==> config.mk <==
export PLATFORM = sky130hd
export DESIGN_NAME = accumulator_fixed_point_16_bit
export DESIGN_NICKNAME = d
export VERILOG_FILES = /design/src/rtl/accumulator_fixed_point_16_bit.sv
export SDC_FILE = /design/constraint.sdc
export NUM_CORES = 1
export LEC_CHECK = 0
export ABC_AREA = 1
export BUFFER_PORTS_ARGS = -buffer_cell sky130_fd_sc_hd__buf_4
export CELL_PAD_IN_SITES_DETAIL_PLACEMENT = 0
export CELL_PAD_IN_SITES_GLOBAL_PLACEMENT = 1
export CORE_UTILIZATION = 45
export CTS_CLUSTER_DIAMETER = 80
export DETAILED_ROUTE_END_ITERATION = 10
export PLACE_DENSITY = 0.95
export SLEW_MARGIN = 10
export SYNTH_ARGS = -nofsm -noshare
export SYNTH_HDL_FRONTEND = slang
export SYNTH_SLANG_ARGS = --single-unit
==> constraint.sdc <==
create_clock -name clk -period 5.4 [get_ports clk]
set_input_delay 0.81 -clock clk [delete_from_list [all_inputs] [get_ports clk]]
set_output_delay 0.81 -clock clk [all_outputs]
set_load 0.005 [all_outputs]
==> src/rtl/accumulator_fixed_point_16_bit.sv <==
// Sums LEN signed Q12 products plus a bias in a guard-bit accumulator, then
// saturates the result to N bits with a sticky overflow flag.
module accumulator_fixed_point_16_bit #(
  parameter int Q     = 12,
  parameter int N     = 16,
  parameter int LEN   = 16,
  parameter int GUARD = 8
) (
  input  logic         clk,
  input  logic         rst_n,
  input  logic         in_valid,
  output logic         in_ready,
  input  logic [N-1:0] in_data,
  input  logic         in_ovf,
  input  logic [N-1:0] bias,
  output logic         out_valid,
  input  logic         out_ready,
  output logic [N-1:0] out_data,
  output logic         out_ovf,
  output logic         busy
);

  localparam int AW = N + GUARD;
  localparam int CW = $clog2(LEN + 1);
  localparam logic [AW-1:0] MAX_S = {{(GUARD + 1){1'b0}}, {(N - 1){1'b1}}};
  localparam logic [AW-1:0] MIN_S = {{(GUARD + 1){1'b1}}, {(N - 1){1'b0}}};

  if (Q >= N || LEN < 1 || (LEN + 1) > (2 ** GUARD)) begin : g_param_check
    $error("accumulator_fixed_point_16_bit: illegal parameter combination");
  end

  typedef enum logic [1:0] {
    IDLE   = 2'd0,
    ACCUM  = 2'd1,
    OUTPUT = 2'd2
  } state_t;

  state_t          state_r;
  logic [AW-1:0]   acc_r;
  logic [CW-1:0]   cnt_r;
  logic            ovf_sticky_r;
  logic [AW-1:0]   sum_s;
  logic            ovf_next_s;
  logic            last_s;
  logic [N:0]      sat_s;

  // Clamp a full-width sum to N bits; MSB of the result is the saturation flag.
  function automatic logic [N:0] saturate(input logic [AW-1:0] s);
    if ($signed(s) > $signed(MAX_S)) begin
      saturate = {1'b1, 1'b0, {(N - 1){1'b1}}};
    end else if ($signed(s) < $signed(MIN_S)) begin
      saturate = {1'b1, 1'b1, {(N - 1){1'b0}}};
    end else begin
      saturate = {1'b0, s[N-1:0]};
    end
  endfunction

  assign in_ready = rst_n && (state_r != OUTPUT);

  // Next accumulator value, sticky flag and last-beat detect for the current state.
  always_comb begin
    sum_s      = acc_r + {{GUARD{in_data[N-1]}}, in_data};
    ovf_next_s = ovf_sticky_r | in_ovf;
    last_s     = (cnt_r == CW'(LEN - 1));
    if (state_r == IDLE) begin
      sum_s      = {{GUARD{bias[N-1]}}, bias} + {{GUARD{in_data[N-1]}}, in_data};
      ovf_next_s = in_ovf;
      last_s     = (LEN == 1);
    end else begin
      sum_s      = acc_r + {{GUARD{in_data[N-1]}}, in_data};
    end
    sat_s = saturate(sum_s);
  end

  // Handshake FSM, accumulator and registered result outputs.
  always_ff @(posedge clk) begin
    if (!rst_n) begin
      state_r      <= IDLE;
      acc_r        <= {AW{1'b0}};
      cnt_r        <= {CW{1'b0}};
      ovf_sticky_r <= 1'b0;
      out_valid    <= 1'b0;
      out_data     <= {N{1'b0}};
      out_ovf      <= 1'b0;
      busy         <= 1'b0;
    end else begin
      case (state_r)
        IDLE, ACCUM: begin
          if (in_valid) begin
            acc_r        <= sum_s;
            cnt_r        <= (state_r == IDLE) ? CW'(1) : cnt_r + CW'(1);
            ovf_sticky_r <= ovf_next_s;
            busy         <= 1'b1;
            if (last_s) begin
              state_r   <= OUTPUT;
              out_data  <= sat_s[N-1:0];
              out_ovf   <= ovf_next_s | sat_s[N];
              out_valid <= 1'b1;
            end else begin
              state_r <= ACCUM;
            end
          end
        end
        OUTPUT: begin
          if (out_ready) begin
            state_r      <= IDLE;
            out_valid    <= 1'b0;
            busy         <= 1'b0;
            acc_r        <= {AW{1'b0}};
            cnt_r        <= {CW{1'b0}};
            ovf_sticky_r <= 1'b0;
          end
        end
        default: begin
          state_r   <= IDLE;
          out_valid <= 1'b0;
          busy      <= 1'b0;
        end
      endcase
    end
  end

endmodule

==> flow_summary.toml, run 1 <==
[status]
status = "complete, no violations"

[clock_network]
cts_buffers = 5
clockBufferDepth = 2
cts_tree = "yes"
cts.clk_slew.worst_paths_ns = 0.10
cts_num_sinks = 51
clk_latency_ns = 0.32
ctsHoldBuffers = 0
post_cts.repair.setup_buffers = 0
cts_max_level = 2
cts_root_buf = "clkbuf_8"
post_cts_resized = 0

[routing]
wl_per_cell_um = 14.33
drt_pass1_iterations = 5
drt-initial-drc-count = 310
ant_nets = 0
drc = 0
via_count = 5135
via_per_inst = 5.234
detail_route.wirelength_um = 14050

[worst_setup_path]
path_class = "in -> reg"
cp-start-kind = "input port"
crit_fanout = 12
path_buf_inv = 2
slowest_delay_ns = 0.41
required_ns = 5.65
r2r_slack_ns = 2.44
cp_cell_sequence = "buf_4 > ha_1 > fa_1 > nand3_1 > nand3_2 > nand2_1 > nand2_2 > nand3_1 > nand3_1 > nand3_2 > nand3_1 > nor2_2 > nand3_2 > nand2_2 > inv_1 > nor2_1 > nor2_1 > nor2_1"
cp.arrival_ns = 3.35
cp_top_family = "simple AND/OR/NAND/NOR gates"
cpMaxStageDelayCell = "fa_1"
cp-end-kind = "register"
crit_top_cell = "nand3_1"

[logic_synthesis]
yosysUniqueCellTypes = 38
syn_area_per_cell_sq_um = 6.059
ys.flop_type = "dfxtp_1"
synth_area_leader_cell = "dfxtp_1"
ys_seq_elements = 51
synth_area_leaders = "dfxtp_1 21%, nand2_1 19%, ha_1 11%"
synth_nets = 873
ys_async_sr_fraction_pct = 0
synth-edff-count = 0
ys_seq_area_share_pct = 21.25
synth_cells = 793
syn-cell-area_sq_um = 4805
yosys_warnings = 0
synth_top_area_share_pct = 21.25

[placed_design]
postPlaceCellArea_sq_um = 5339
io_buffers = 56
dpl.hpwl_um = 11130
gp_congestion = 0.9560
placedCellCount = 973

[global_routing]
grt_antenna_before_repair = 0
grt_pass1_vias = 4928
track_usage_pct = 26.18
grt_overflow = 0
grt_max_degree = 35
grt_pass1_wl_um = 23440

[floorplan]
coreArea_sq_um = 10320
chipHeight_um = 105.3
ios = 57
initial_utilization_pct = 46.54
die-area_sq_um = 11090
die_w_um = 105.3
num_rows = 37

[timing]
fmax_mhz = 323.0
hold_ws_ns = 0.4665
min_period_ns = 3.096
hold_violations = 0
slew_violations = 0
rsz0062_at_grt = "false"
fin_tns_setup_ns = 0
slew_headroom_pct = 34.36
worst_pin_slew_ns = 0.9835
fin_skew_ns = 0.01410
fin_crit_sh_pct = 57.34
setup_viol = 0

[cells_and_area]
final_cell_area_sq_um = 5424
n_antenna_cell = 0
post-route-util_pct = 52.54
fin_nets = 924
instances_no_fill = 981
drive_gt1_share_pct = 15.27
area_delta_synth_final_pct = 12.89

[worst_hold_path]
hold_path.class = "reg -> reg"

[power_and_ir_drop]
clkPwrFrac_pct = 20.2
power_density_nw_per_um2 = 213.4
p_seq_share_pct = 35.4
p_int_w = 0.0006660
p_comb_share_pct = 44.4
ir_drop_v = 0.0001837
p_leak_nw = 2.788
power.net_switching_w = 0.0004915
swShare_pct = 42.47

[flow_run]
max-cap-violations = 0
## per-stage QoR
step / power [W] / worst slack (ns)
CTS: 0.001157 / 2.306
global route: 0.001245 / 2.076
finish: 0.001158 / 2.304
global placement: 0.0009168 / 2.098
detailed placement: 0.0009255 / 1.986
floorplan: 0.0007962 / 2.573
## sequential cells by signal, summed over array words and instances, names as in the netlist
signal and count:
out_data 16, out_valid 1, out_ovf 1, state_r 2
ovf_sticky_r 1, cnt_r 5, acc_r 24, busy 1
## worst paths after layout
path	from	endpoint	cells after the start
setup / recovery	in_data[0]	out_data[1]$_SDFFE_PN0P_	18
hold / removal	out_valid$_SDFFE_PN0P_	out_valid$_SDFFE_PN0P_	2
setup reg to reg	state_r[1]$_SDFFE_PN0P_	cnt_r[2]$_SDFFE_PN0P_	11
hold reg to reg	out_valid$_SDFFE_PN0P_	out_valid$_SDFFE_PN0P_	2
## power by group through the flow
stage	clock network [W]	logic, W	registers (W)
2_1_floorplan	0	0.000381	0.000415
3_3_place_gp	0	0.000499	0.000418
3_5_place_dp	0	0.000507	0.000419
4_1_cts	0.000238	0.000509	0.000410
5_1_grt	0.000252	0.000579	0.000413
6_report	0.000234	0.000514	0.000410
## tightest hold or removal path: cells and delay by family (launching register included)
kind	cells	cell delay (ns)
AO/OA/AOI/OAI	1	0.05
flip-flops	1	0.32
AND/OR/NAND/NOR	1	0.06
## synth_stat cells (10+ instances only)
library cell  instances
a21oi_1              68
o21ai_0              38
nand2_1             249
nor2_1               54
inv_1               106
dfxtp_1              51
nor3_1               11
clkbuf_1             10
ha_1                 41
nand3_2              14
nand3_1              58
nand2_2              12
nor2_2               13
a21oi_2              11
## cell type report
cell class | count | area, sq um
tap | 136 | 170.2
sequential | 51 | 1021
clock buffer | 6 | 72.57
inverter | 114 | 430.4
fill | 1089 | 4900
multi-input combinational | 613 | 3274
timing repair buffer | 59 | 442.9
clock inverter | 2 | 12.51
## routing by layer
| layer | GRT usage, % | wire [um] |
|---|---|---|
| met5 | 0 | 0 |
| met4 | 9.356 | 480 |
| met1 | 34.32 | 6477 |
| met2 | 44.41 | 6403 |
| met3 | 2.659 | 692 |
## placed cells by master, fill, tap and decap left out, drive strengths merged
cell type / n
a211oi: 3
a21boi: 1
a21oi: 79
a31o: 1
a31oi: 1
and2: 3
buf: 59
clkbuf: 6
clkinv: 2
clkinvlp: 1
dfxtp: 51
fa: 2
ha: 41
inv: 113
mux2i: 1
nand2: 261
nand3: 72
nand3b: 2
nand4: 4
nor2: 68
nor3: 11
nor4: 1
o21a: 1
o21ai: 41
o21bai: 6
o22ai: 1
or2: 3
xnor2: 4
xor2: 6
## cell families after synthesis
logic type / share of synthesized area, %
fa+ha+maj: 11.51
buf+inv: 10.60
compound gates: 15.60
mux: 0.2083
simple gates: 39.01
flops: 21.25
xor+xnor: 1.823
(Power assumes the default switching activity.)
==> inputs of run 2 (changes only) <==
- ABC_AREA: 1 -> 0
- CORE_UTILIZATION: 45 -> 40
- PLACE_DENSITY: 0.95 -> 0.86
- clock period: 5.4 -> 2.8 ns (I/O delays scaled with it)
==> run 2 against run 1 <==
The run now ends with negative setup slack left; non-clock buffer count grew 139; count of clock-buffer cells in the layout shrank 1; flip-flop and latch count is the same; largest power group unchanged; sequential power grew 95%; final area grew 23%.
==> flow_summary.toml, run 2 <==
[clock_network]
ctsHoldBuffers = 0
cts_root_buf = "clkbuf_16"
clockBufferDepth = 2
cts_buffers = 5
cts_tree = "yes"
clk_latency_ns = 0.29
cts_num_sinks = 51
cts_max_level = 2
cts.clk_slew.worst_paths_ns = 0.07

[worst_setup_path]
cp.arrival_ns = 3.08
path_class = "reg -> reg"
required_ns = 2.97
cp-end-kind = "register"
rr_worst_depth = 15
r2r_slack_ns = -0.12
timing.rr.start = "acc_r[0]$_SDFFE_PN0P_"
cp-start-kind = "register"
rr_endpoint = "out_data[3]$_SDFFE_PN0P_"
crit_fanout = 16

[cells_and_area]
fin_nets = 821
final_common_cell = "buf_4"
largestRegisters = "acc_r: 24 flops, out_data: 16 flops, cnt_r: 5 flops"
n_antenna_cell = 0
final_cell_mix = "193 x buf_4, 49 x dfxtp_1, 47 x o21ai_0, 43 x nand2_1, 43 x a21oi_1"
area_delta_synth_final_pct = 45.23
largest_reg_flops = 24
drive_gt1_share_pct = 40.70
top_register = "acc_r"

[floorplan]
die-area_sq_um = 11920
num_rows = 38
coreArea_sq_um = 11030
initial_utilization_pct = 41.65
chipHeight_um = 109.2
ios = 57
die_w_um = 109.2

[logic_synthesis]
yosysUniqueCellTypes = 79
syn_area_per_cell_sq_um = 8.132
ys_seq_elements = 51
synth-edff-count = 0
syn-cell-area_sq_um = 4594
ys_async_sr_fraction_pct = 0
synth_nets = 645
ys_seq_area_share_pct = 22.22
synthTopCellsByCount = "51 x a21oi_1, 51 x dfxtp_1, 51 x o21ai_0, 47 x nand2_1, 41 x ha_1"
synth_top_area_share_pct = 22.22
synth_area_leader_cell = "dfxtp_1"
synth_cells = 565
synth_area_leaders = "dfxtp_1 22%, ha_1 11%, a21oi_1 5.6%"
ys.flop_type = "dfxtp_1"
yosys_warnings = 0

[global_routing]
grt_antenna_before_repair = 0
grt_max_degree = 53
grt_pass1_vias = 4609
grt_pass1_wl_um = 22840
grt_overflow = 0
track_usage_pct = 24.59

[routing]
via_count = 4889
drc = 0
wl_per_cell_um = 16.69
ant_nets = 0
drt-initial-drc-count = 312
via_per_inst = 5.543
drt_pass1_iterations = 5
detail_route.wirelength_um = 14720

[worst_hold_path]
whs_endpoint = "ovf_sticky_r$_SDFFE_PN0P_"
hold_path.class = "in -> reg"
worstHoldStart = "in_ovf"
hold_depth = 3

[placed_design]
gp_congestion = 0.8939
io_buffers = 56
dpl.hpwl_um = 10870

[status]
status = "complete, but fails checks"
violations = "negative setup slack"

[timing]
fin_tns_setup_ns = -1.488
hold_violations = 0
min_period_ns = 2.916
fin_crit_sh_pct = 104.1
hold_ws_ns = 0.4014
worst_slack_ns = -0.1156
fin_skew_ns = 0.004898
slew_headroom_pct = 66.55
slew_violations = 0
worst_pin_slew_ns = 0.4987
fmax_mhz = 343.0
setup_viol = 16
rsz0062_at_grt = "true"

[power_and_ir_drop]
p_leak_nw = 2.920
p_total_w = 0.003002
power_density_nw_per_um2 = 449.9
ir_drop_v = 0.0002752

[flow_run]
max-cap-violations = 0
run 2: changes by cell type in the layout (fill, tap and decap cells not counted), sizes merged, moves of 9 or more:
| cell | before | now |
|---|---|---|
| o21ai | 41 | 60 |
| a21oi | 79 | 61 |
| xnor2 | 4 | 13 |
| nor2 | 68 | 31 |
| nand2 | 261 | 55 |
| nand3 | 72 | 15 |
| buf | 59 | 198 |
| and2 | 3 | 14 |
| a22oi | 0 | 15 |
| a21o | 0 | 17 |
| nor2b | 0 | 27 |
| inv | 113 | 11 |
run 2: worst max-delay path, cell delays in order, from the launching register on:
cell,delay (ns)
dfxtp_2,0.35
ha_4,0.13
inv_2,0.03
fa_2,0.33
nand2b_4,0.17
a211oi_2,0.21
buf_4,0.15
o2111ai_1,0.09
nand4b_1,0.16
a31oi_1,0.12
xnor2_1,0.15
nor2_1,0.15
nand4b_1,0.17
o31ai_4,0.29
buf_12,0.19
a21oi_1,0.07
run 2: worst max-delay path by stage:
stage / end / startpoint / slack (ns) / depth (start not counted)
floorplan: out_data[0]$_SDFFE_PN0P_ / in_data[0] / -0.08 / 13
global placement: out_data[9]$_SDFFE_PN0P_ / in_data[8] / -0.38 / 14
detailed placement: out_data[6]$_SDFFE_PN0P_ / in_data[0] / -0.46 / 13
CTS: out_ovf$_SDFFE_PN0P_ / acc_r[0]$_SDFFE_PN0P_ / -0.12 / 13
global route: out_data[4]$_SDFFE_PN0P_ / acc_r[0]$_SDFFE_PN0P_ / -0.25 / 15
finish: out_data[3]$_SDFFE_PN0P_ / acc_r[0]$_SDFFE_PN0P_ / -0.12 / 15
run 2: cell type report:
type | instances | area (sq um)
clock buffer | 5 | 125.1
clock inverter | 3 | 47.55
fill | 976 | 4358
inverter | 10 | 37.54
multi-input combinational | 475 | 3739
sequential | 51 | 1026
tap | 140 | 175.2
timing repair buffer | 198 | 1523
run 2: metal layers:
metal / global-route usage, % / share of wire, % / routed length, um
met4: 6.762 / 1.9 / 284
met5: 0 / 0 / 0
met3: 2.750 / 4.4 / 642
met1: 32.40 / 45 / 6637
met2: 42.23 / 49 / 7155
run 2: report_power, final:
part	switching (W)	total (W)	leakage, nW	internal, W
clock	0.000291	0.000718	0.0844	0.000427
combinational	0.000751	0.00149	2.42	0.000734
sequential	0.0000338	0.000799	0.417	0.000765
run 2: metrics by stage:
stage | worst slack [ns] | std cells | utilization (%) | area [sq um]
6_report | -0.1156 | 882 | 60.49 | 6673
5_1_grt | -0.2462 | 882 | 60.49 | 6673
4_1_cts | -0.1226 | 879 | 58.41 | 6442
3_5_place_dp | -0.4596 | 860 | 54.93 | 6060
3_3_place_gp | -0.3834 | 860 | 54.93 | 6060
2_1_floorplan | -0.07780 | 565 | - | 4644
run 2: timing repair:
item | in CTS | in global routing
setup buffers | 10 | 3
pin swaps | 14 | 15
gates cloned | 1 | 0
resized for setup | 26 | 35
setup endpoints to repair | 16 | 22
run 2: cell families after synthesis:
family | after synthesis | share of synthesized area (%)
compound gates | 216 | 33.17
xor+xnor | 25 | 4.766
fa+ha+maj | 43 | 12.04
buf+inv | 40 | 4.684
flops | 51 | 22.22
mux | 5 | 1.362
simple gates | 185 | 21.76
